## src/rtl/gmii_tx_mac.sv

```systemverilog
// GMII transmit framer: preamble/SFD, CRC-32 FCS, inter-frame gap and underrun signalling.
// Short-frame zero padding is compiled in only when TX_PAD_EN is defined.
module gmii_tx_mac #(
    parameter int PREAM_LEN = 7,
    parameter int IFG_LEN   = 12,
    parameter int MIN_LEN   = 60
) (
    input  logic       phy_gtx_clk,
    input  logic       sys_rst,
    input  logic       s_valid,
    output logic       s_ready,
    input  logic [7:0] s_data,
    input  logic       s_last,
    output logic       phy_tx_en,
    output logic       phy_tx_er,
    output logic [7:0] phy_txd,
    output logic       frame_done,
    output logic       underrun
);
`ifdef TX_PAD_EN
    localparam bit PAD_EN = 1'b1;
`else
    localparam bit PAD_EN = 1'b0;
`endif
    localparam logic [15:0] MIN_LEN16 = 16'(MIN_LEN);

    typedef enum logic [2:0] {
        IDLE  = 3'd0,
        PREAM = 3'd1,
        SFD   = 3'd2,
        DATA  = 3'd3,
        PAD   = 3'd4,
        FCS   = 3'd5,
        IFG   = 3'd6
    } state_t;

    state_t      state, state_nx;
    logic [7:0]  cnt, cnt_nx;
    logic [15:0] byte_cnt, byte_cnt_nx, byte_inc;
    logic [31:0] crc, crc_nx;
    logic        tx_en_nx, tx_er_nx, done_nx, under_nx;
    logic [7:0]  txd_nx;

    // Reflected CRC-32 (poly 0x04C11DB7 as 0xEDB88320), one byte LSB first.
    function automatic logic [31:0] crc32_byte(input logic [31:0] c, input logic [7:0] d);
        logic [31:0] r;
        r = c;
        for (int i = 0; i < 8; i++) begin
            if ((r[0] ^ d[i]) == 1'b1) begin
                r = (r >> 1) ^ 32'hEDB88320;
            end else begin
                r = r >> 1;
            end
        end
        return r;
    endfunction

    assign s_ready  = (state == DATA);
    assign byte_inc = (byte_cnt == 16'hFFFF) ? byte_cnt : byte_cnt + 16'd1;

    // Next-state and next-output logic; outputs describe the byte loaded at the coming edge.
    always_comb begin
        state_nx    = state;
        cnt_nx      = cnt;
        byte_cnt_nx = byte_cnt;
        crc_nx      = crc;
        tx_en_nx    = 1'b0;
        tx_er_nx    = 1'b0;
        txd_nx      = 8'h00;
        done_nx     = 1'b0;
        under_nx    = 1'b0;
        case (state)
            IDLE: begin
                if (s_valid) begin
                    tx_en_nx = 1'b1;
                    txd_nx   = 8'h55;
                    cnt_nx   = 8'd1;
                    state_nx = (PREAM_LEN > 1) ? PREAM : SFD;
                end else begin
                    state_nx = IDLE;
                end
            end
            PREAM: begin
                tx_en_nx = 1'b1;
                txd_nx   = 8'h55;
                cnt_nx   = cnt + 8'd1;
                if (cnt_nx == 8'(PREAM_LEN)) begin
                    state_nx = SFD;
                end else begin
                    state_nx = PREAM;
                end
            end
            SFD: begin
                tx_en_nx    = 1'b1;
                txd_nx      = 8'hD5;
                crc_nx      = 32'hFFFFFFFF;
                byte_cnt_nx = 16'd0;
                state_nx    = DATA;
            end
            DATA: begin
                if (s_valid) begin
                    tx_en_nx    = 1'b1;
                    txd_nx      = s_data;
                    crc_nx      = crc32_byte(crc, s_data);
                    byte_cnt_nx = byte_inc;
                    cnt_nx      = 8'd0;
                    if (s_last) begin
                        if (PAD_EN && (byte_inc < MIN_LEN16)) begin
                            state_nx = PAD;
                        end else begin
                            state_nx = FCS;
                        end
                    end else begin
                        state_nx = DATA;
                    end
                end else begin
                    // Starved mid-frame: poison the frame on the wire instead of sending an FCS.
                    tx_en_nx = 1'b1;
                    tx_er_nx = 1'b1;
                    under_nx = 1'b1;
                    cnt_nx   = 8'd0;
                    state_nx = IFG;
                end
            end
`ifdef TX_PAD_EN
            PAD: begin
                tx_en_nx    = 1'b1;
                crc_nx      = crc32_byte(crc, 8'h00);
                byte_cnt_nx = byte_inc;
                if (byte_inc >= MIN_LEN16) begin
                    state_nx = FCS;
                end else begin
                    state_nx = PAD;
                end
            end
`endif
            FCS: begin
                tx_en_nx = 1'b1;
                case (cnt[1:0])
                    2'd0:    txd_nx = ~crc[7:0];
                    2'd1:    txd_nx = ~crc[15:8];
                    2'd2:    txd_nx = ~crc[23:16];
                    default: txd_nx = ~crc[31:24];
                endcase
                if (cnt[1:0] == 2'd3) begin
                    done_nx  = 1'b1;
                    cnt_nx   = 8'd0;
                    state_nx = IFG;
                end else begin
                    cnt_nx   = cnt + 8'd1;
                    state_nx = FCS;
                end
            end
            IFG: begin
                if (cnt == 8'(IFG_LEN - 1)) begin
                    cnt_nx   = 8'd0;
                    state_nx = IDLE;
                end else begin
                    cnt_nx   = cnt + 8'd1;
                    state_nx = IFG;
                end
            end
            default: begin
                cnt_nx   = 8'd0;
                state_nx = IDLE;
            end
        endcase
    end

    // State, counters, CRC and registered PHY outputs.
    always_ff @(posedge phy_gtx_clk or posedge sys_rst) begin
        if (sys_rst) begin
            state      <= IDLE;
            cnt        <= 8'd0;
            byte_cnt   <= 16'd0;
            crc        <= 32'hFFFFFFFF;
            phy_tx_en  <= 1'b0;
            phy_tx_er  <= 1'b0;
            phy_txd    <= 8'h00;
            frame_done <= 1'b0;
            underrun   <= 1'b0;
        end else begin
            state      <= state_nx;
            cnt        <= cnt_nx;
            byte_cnt   <= byte_cnt_nx;
            crc        <= crc_nx;
            phy_tx_en  <= tx_en_nx;
            phy_tx_er  <= tx_er_nx;
            phy_txd    <= txd_nx;
            frame_done <= done_nx;
            underrun   <= under_nx;
        end
    end
endmodule

```

## config.mk

```make
export PLATFORM = sky130hd
export DESIGN_NAME = gmii_tx_mac
export DESIGN_NICKNAME = d
export VERILOG_FILES = /design/src/rtl/gmii_tx_mac.sv
export SDC_FILE = /design/constraint.sdc
export NUM_CORES = 1
export LEC_CHECK = 0
export BUFFER_PORTS_ARGS = -buffer_cell sky130_fd_sc_hd__clkbuf_2
export CORE_ASPECT_RATIO = 0.5
export CORE_MARGIN = 2
export CORE_UTILIZATION = 55
export CTS_BUF_LIST = sky130_fd_sc_hd__clkbuf_8
export DETAILED_ROUTE_END_ITERATION = 8
export PLACE_DENSITY_LB_ADDON = 0.12
export RECOVER_POWER = 50
export REMOVE_ABC_BUFFERS = 1
export SYNTH_ARGS = -nofsm -noshare
export SYNTH_HDL_FRONTEND = slang
export SYNTH_SLANG_ARGS = --single-unit
```

## constraint.sdc

```tcl
create_clock -name phy_gtx_clk -period 5.55 [get_ports phy_gtx_clk]
set_clock_uncertainty 0.05 [all_clocks]
set_input_delay 0.555 -clock phy_gtx_clk [delete_from_list [all_inputs] [get_ports phy_gtx_clk]]
set_output_delay 0.555 -clock phy_gtx_clk [all_outputs]
set_load 0.05 [all_outputs]
```

==> impl_results.md, run 1 <==
- Final Hold Fails: 0
- Slew @ Worst Pin: a little under 3 ns
- Max stage delay on crit path: between 2 and 2.5 ns
- Post-Syn Instances: ~330
- WP buf/inv: 3
- Die Ht: roughly 59 um
- Hold WC Path Type: in -> reg
- Vias per cell: about 5.7
- Root buffer cell: clkbuf_8
- Synth Register Bits: 54
- GRT Max-Usage Layer: met2
- Synth Cell Area: 3300 sq um
- Status: complete, but fails checks
- IO buf count: 24
- Number of post-CTS setup repair buffers: 0
- CP Data Required Time: about 5.3 ns
- Post-layout nets: 370
- Grt met3 use: under 10%
- Clock transition at path regs: around 0.090 ns
- Post-DRT Antenna Nets: 0
- Hold Buf Count CTS: 0
- Initial antenna violation count: 0
- Vias: about 2400
- First-pass GRT wire length: around 12000 um
- Post-synth EDFFs: 0
- Fin crit period: between 2 and 3 ns
- Met2 Use GR: a little over a third
- Max_cap viols: 1
- Post-synth top flop: dfstp_2
- Sequential share of the synthesized area: 42.2%
- Die width: 113 um
- Largest net degree at the start of global routing: 55
- Clk buf depth: 2
- Setup TNS Final: 0 ns
- Setup-failing EPs final: 0
- GRT Total Usage: about a quarter
- Cell variety after synth: 40
- Crit path capture type: asynchronous set/reset pin
- CTS tree: yes
- Wire length per cell: ~17 um
- Startpoint Class: input port
- Worst-Skew Late Latency: ~0.31 ns
- DRC Markers: 0
- Crit share post-route: between 50% and 60%
- Share of layout cells above drive strength 1: between 20% and 30%
- FP Rows: 19
- Post-synth top cells: xnor2_1 (42), nor2_1 (39), dfstp_2 (32)
- Area contributors post-synth: dfstp_2 (26%), dfrtp_1 (17%), xnor2_1 (11%)
- TritonRoute pass-1 iters: 5
- HPWL Detailed: 5060 um
- Grt ovf: 0
- Crit path kind: in -> async
- Die Area: between 6000 and 7000 sq um
- Number of buffers created by CTS: 5
- Crit-path leading delay family: buffers and inverters
- WP data arrival: ~2.7 ns
- DR iter-0 viols: 184
- CTS Sinks: 54
- Async SR Flop Fraction: 100%
- Failing checks: max-capacitance violations, max-slew violations
- Critical-path cell list: clkbuf_2 -> clkinv_1 -> clkbuf_1
- Number of global-route vias before repair: 2386
- Met1 GRT Util: a little over a third
- Most frequent cell after synthesis: xnor2_1
- CP max FO: 54
- H-tree levels: 2
- Fmax: between 300 and 400 MHz
- Ports: 25
- Area share of the largest cell type after synthesis: 25.5%
- Diodes inserted: 0
- RSZ-0062 raised after global routing: false
- Ys Warns: 0
- Total Wirelength: just over 7000 um
- Synth area leader: dfstp_2
- Slew HR: -92.4%
- Slowest-stage cell, CP: clkbuf_1
- Initial Util: approximately three fifths
- Post-CTS Resized: 0
- Gpl congestion: roughly 0.9
- Layout area overhead: 8.28%
- Core area: around 5600 sq um
- Max Slew Vio Count: 55
- Syn_area_per_cell: roughly 10 sq um
==> final timing paths <==
path                       startpoint  endpoint  slack [ns]  cells after the start
max in group phy_gtx_clk       cnt[1]  state[1]        3.19                      6
setup reg to reg               cnt[1]  state[1]        3.19                      6
setup / recovery              sys_rst    cnt[2]        2.58                      3
hold reg to reg               crc[17]   crc[17]        0.47                      2
min in group asynchronous     sys_rst    cnt[1]        1.25                      3
hold / removal                s_valid  underrun        0.45                      2
==> sequential cells by signal, indices dropped and copies added, names as in the netlist <==
| register | cells |
|---|---|
| crc | 32 |
| cnt | 8 |
| phy_txd | 8 |
| state | 3 |
| frame_done | 1 |
| phy_tx_en | 1 |
| underrun | 1 |
==> metal layers <==
metal	part of all wire, %	wire length [um]
met1	49	3550
met2	44	3230
met3	5.9	429
met4	0.84	61
met5	0	0
==> logic make-up (layout without fill, tap and decap cells) <==
family	count (synthesis)	in the layout	share of synthesized area [%]
adder cells (fa/ha/maj)	7	7	2.58
XOR/XNOR	75	75	23.9
buffers and inverters	21	43	2.51
AO/OA/AOI/OAI	84	84	15.9
flip-flops	54	54	42.2
AND/OR/NAND/NOR	90	90	12.8
==> cell usage in the layout, fill, tap and decap left out, drive strengths merged, types with 2 or more instances in the layout <==
cell,instances
inv,8
nand4,2
buf,2
o21ai,23
ha,6
and3,2
dfrtp,22
o22a,5
a31oi,2
o31ai,2
clkinv,2
clkbuf,31
xor2,24
nand2,16
a21o,6
a21oi,29
dfstp,32
nor4bb,2
nand3,4
nand2b,10
o221ai,8
nor2,39
nor3,6
a221o,4
xnor2,51
and2,4
==> final cells by class <==
cell class / instances / area (sq um)
tap: 73 / 91.3
clock buffer: 6 / 82.6
inverter: 8 / 30.0
timing repair buffer: 27 / 134
sequential: 54 / 1390
clock inverter: 2 / 8.76
fill: 476 / 2070
multi-input combinational: 256 / 1830
==> per-stage QoR <==
stage          area, sq um  std cells  hold slack [ns]  utilization (%)  worst slack [ns]
2_1_floorplan         3240        318            0.442                -              2.83
3_3_place_gp          3490        418            0.454             61.9              3.34
3_5_place_dp          3490        418            0.457             61.9              3.23
4_1_cts               3580        426            0.376             63.5              3.22
5_1_grt               3570        426            0.455             63.3              1.93
6_report              3570        426            0.447             63.3              2.58
Power of run 1 is left out: the tool's default activity adds up to more than one toggle a clock period on the data nets, which glitch-free logic cannot reach.
==> run 2: changes to the inputs <==
==> constraint.sdc (replaced) <==
create_clock -name phy_gtx_clk -period 2.8 [get_ports phy_gtx_clk]
set_clock_uncertainty 0.05 [all_clocks]
set_input_delay 0.28 -clock phy_gtx_clk [delete_from_list [all_inputs] [get_ports phy_gtx_clk]]
set_output_delay 0.28 -clock phy_gtx_clk [all_outputs]
set_load 0.05 [all_outputs]
==> run 2 against run 1 <==
  * The flow now finishes without violations
  * Worst setup slack got worse by 2.1 ns
  * Via count increased by 2.4%
  * Highest routed layer unchanged
  * Non-clock buffer count rose by 3
  * Wire length rose by 3.9%
  * Critical endpoint is now state[1]
  * Flip-flop and latch count did not move
  * First-iteration DRC count up 1.1%
  * Largest cell class unchanged
  * Critical path depth rose by 4
  * Hold slack got worse by 0.29 ns
==> impl_results.md, run 2 (synthesized netlist as in run 1, its figures left out) <==
- GRT Total Usage: around a quarter
- First-pass GRT wire length: approximately 12000 um
- CTS Sinks: 54
- Total Wirelength: about 7600 um
- Layout area overhead: 9.15%
- Final Hold Fails: 0
- Root buffer cell: clkbuf_8
- Crit path kind: reg -> reg
- Share of layout cells above drive strength 1: around a fifth
- DR iter-0 viols: about 190
- Setup-failing EPs final: 0
- Commonest non-fill, non-tap cell in the layout: xnor2_1
- Fin crit period: between 2 and 2.5 ns
- Dpl ws: approximately 0.56 ns
- Die Ht: between 50 and 60 um
- Post-DRT Antenna Nets: 0
- Crit path capture type: flip-flop
- Initial antenna violation count: 0
- CP max FO: 10
- Clock transition at path regs: 0.10 ns
- Max_cap viols: 0
- Clk buf depth: 2
- Vias per cell: 5.77
- Post-layout nets: roughly 370
- Die Area: ~6700 sq um
- Ports: 25
- HPWL Detailed: roughly 5400 um
- Die width: around 110 um
- Status: completed
- RSZ-0062 raised after global routing: false
- Wire length per cell: ~18 um
- Top Registers: crc (32), cnt (8), phy_txd (8)
- Diodes inserted: 0
- CTS tree: yes
- Crit-path leading delay family: adder cells
- Largest net degree at the start of global routing: 34
- WP buf/inv: 2
- Placed instance count: between 400 and 500
- CP most frequent cell: ha_1
- Max stage delay on crit path: 0.46 ns
- Crit share post-route: between 80% and 90%
- Final worst setup slack: between 0.4 and 0.5 ns
- Setup TNS Final: 0 ns
- Initial Util: roughly three fifths
- H-tree levels: 2
- Slowest-stage cell, CP: dfrtp_1
- Most flop-heavy register: crc
- Startpoint Class: flip-flop
- Hold WC Path Type: in -> reg
- TritonRoute pass-1 iters: 4
- Slew @ Worst Pin: about 1 ns
- DRC Markers: 0
- CP Data Required Time: around 3 ns
- Critical-path cell list: ha_1 -> buf_4 -> inv_1 -> ha_1 -> nor4bb_1 -> nand4_1 -> o31ai_1
- Grt ovf: 0
- IO buf count: 24
- WP data arrival: 2.47 ns
- Gpl congestion: 0.893
- Fmax: 433 MHz
- Fillers: ~490
- Max FFs per register: 32
- Most frequent cells in the layout: xnor2_1 (42), nor2_1 (39), dfstp_2 (32)
- Final std cells w/o fill: between 400 and 500
- Max Slew Vio Count: 0
- Slew HR: about a third
- FP Rows: 19
- Vias: 2475
- Core area: 5630 sq um
- Number of global-route vias before repair: 2445
- Worst-Skew Late Latency: between 0.3 and 0.4 ns
- Number of buffers created by CTS: 5
run 2: area by class of cell:
cell class	count	area, sq um	area share [%]
Multi-Input combinational cell	256	1830	50.9
Sequential cell	54	1390	38.7
Timing Repair Buffer	30	145	4.03
Tap cell	73	91.3	2.54
Clock buffer	5	68.8	1.91
Clock inverter	3	40.0	1.11
Inverter	8	30.0	0.835
run 2: timing repair:
action	in CTS	in global routing
buffers inserted	0	0
setup endpoints to repair	0	0
resized for setup	0	0
hold endpoints to repair	15	0
hold buffers	1	0
run 2: worst paths after layout:
| check | slack (ns) | from | end | cells after the start |
|---|---|---|---|---|
| max | 0.49 | cnt[0] | state[1] | 7 |
| min | 0.16 | s_valid | underrun | 2 |
| max reg2reg | 0.49 | cnt[0] | state[1] | 7 |
| min reg2reg | 0.48 | crc[8] | crc[8] | 2 |
| max in group asynchronous | 0.74 | sys_rst | phy_txd[0] | 4 |
| min in group asynchronous | 0.59 | sys_rst | cnt[6] | 3 |
run 2: worst register-to-register path, stage by stage, from the launching register on:
cell and delay [ns]:
dfrtp_1 0.46, ha_1 0.27, buf_4 0.18, inv_1 0.17, ha_1 0.27, nor4bb_1 0.35, nand4_1 0.17, o31ai_1 0.27
run 2: metal layers:
| layer | vias up | routed length (um) | global-route usage, % |
|---|---|---|---|
| met5 | - | 0 | 0 |
| met4 | 0 | 73 | 7.67 |
| met3 | 9 | 499 | 6.08 |
| met2 | 85 | 3390 | 37.9 |
| met1 | 1205 | 3600 | 35.0 |
| li1 | 1176 | - | - |
run 2: through the flow:
step	instance area (sq um)	utilization, %	hold WS [ns]
after floorplan	3240	-	0.301
after global placement	3500	62.1	0.238
after detailed placement	3500	62.1	0.243
after CTS	3620	64.2	0.145
after global routing	3600	63.8	0.175
final	3600	63.8	0.157
Power of run 2 is left out for the same reason.
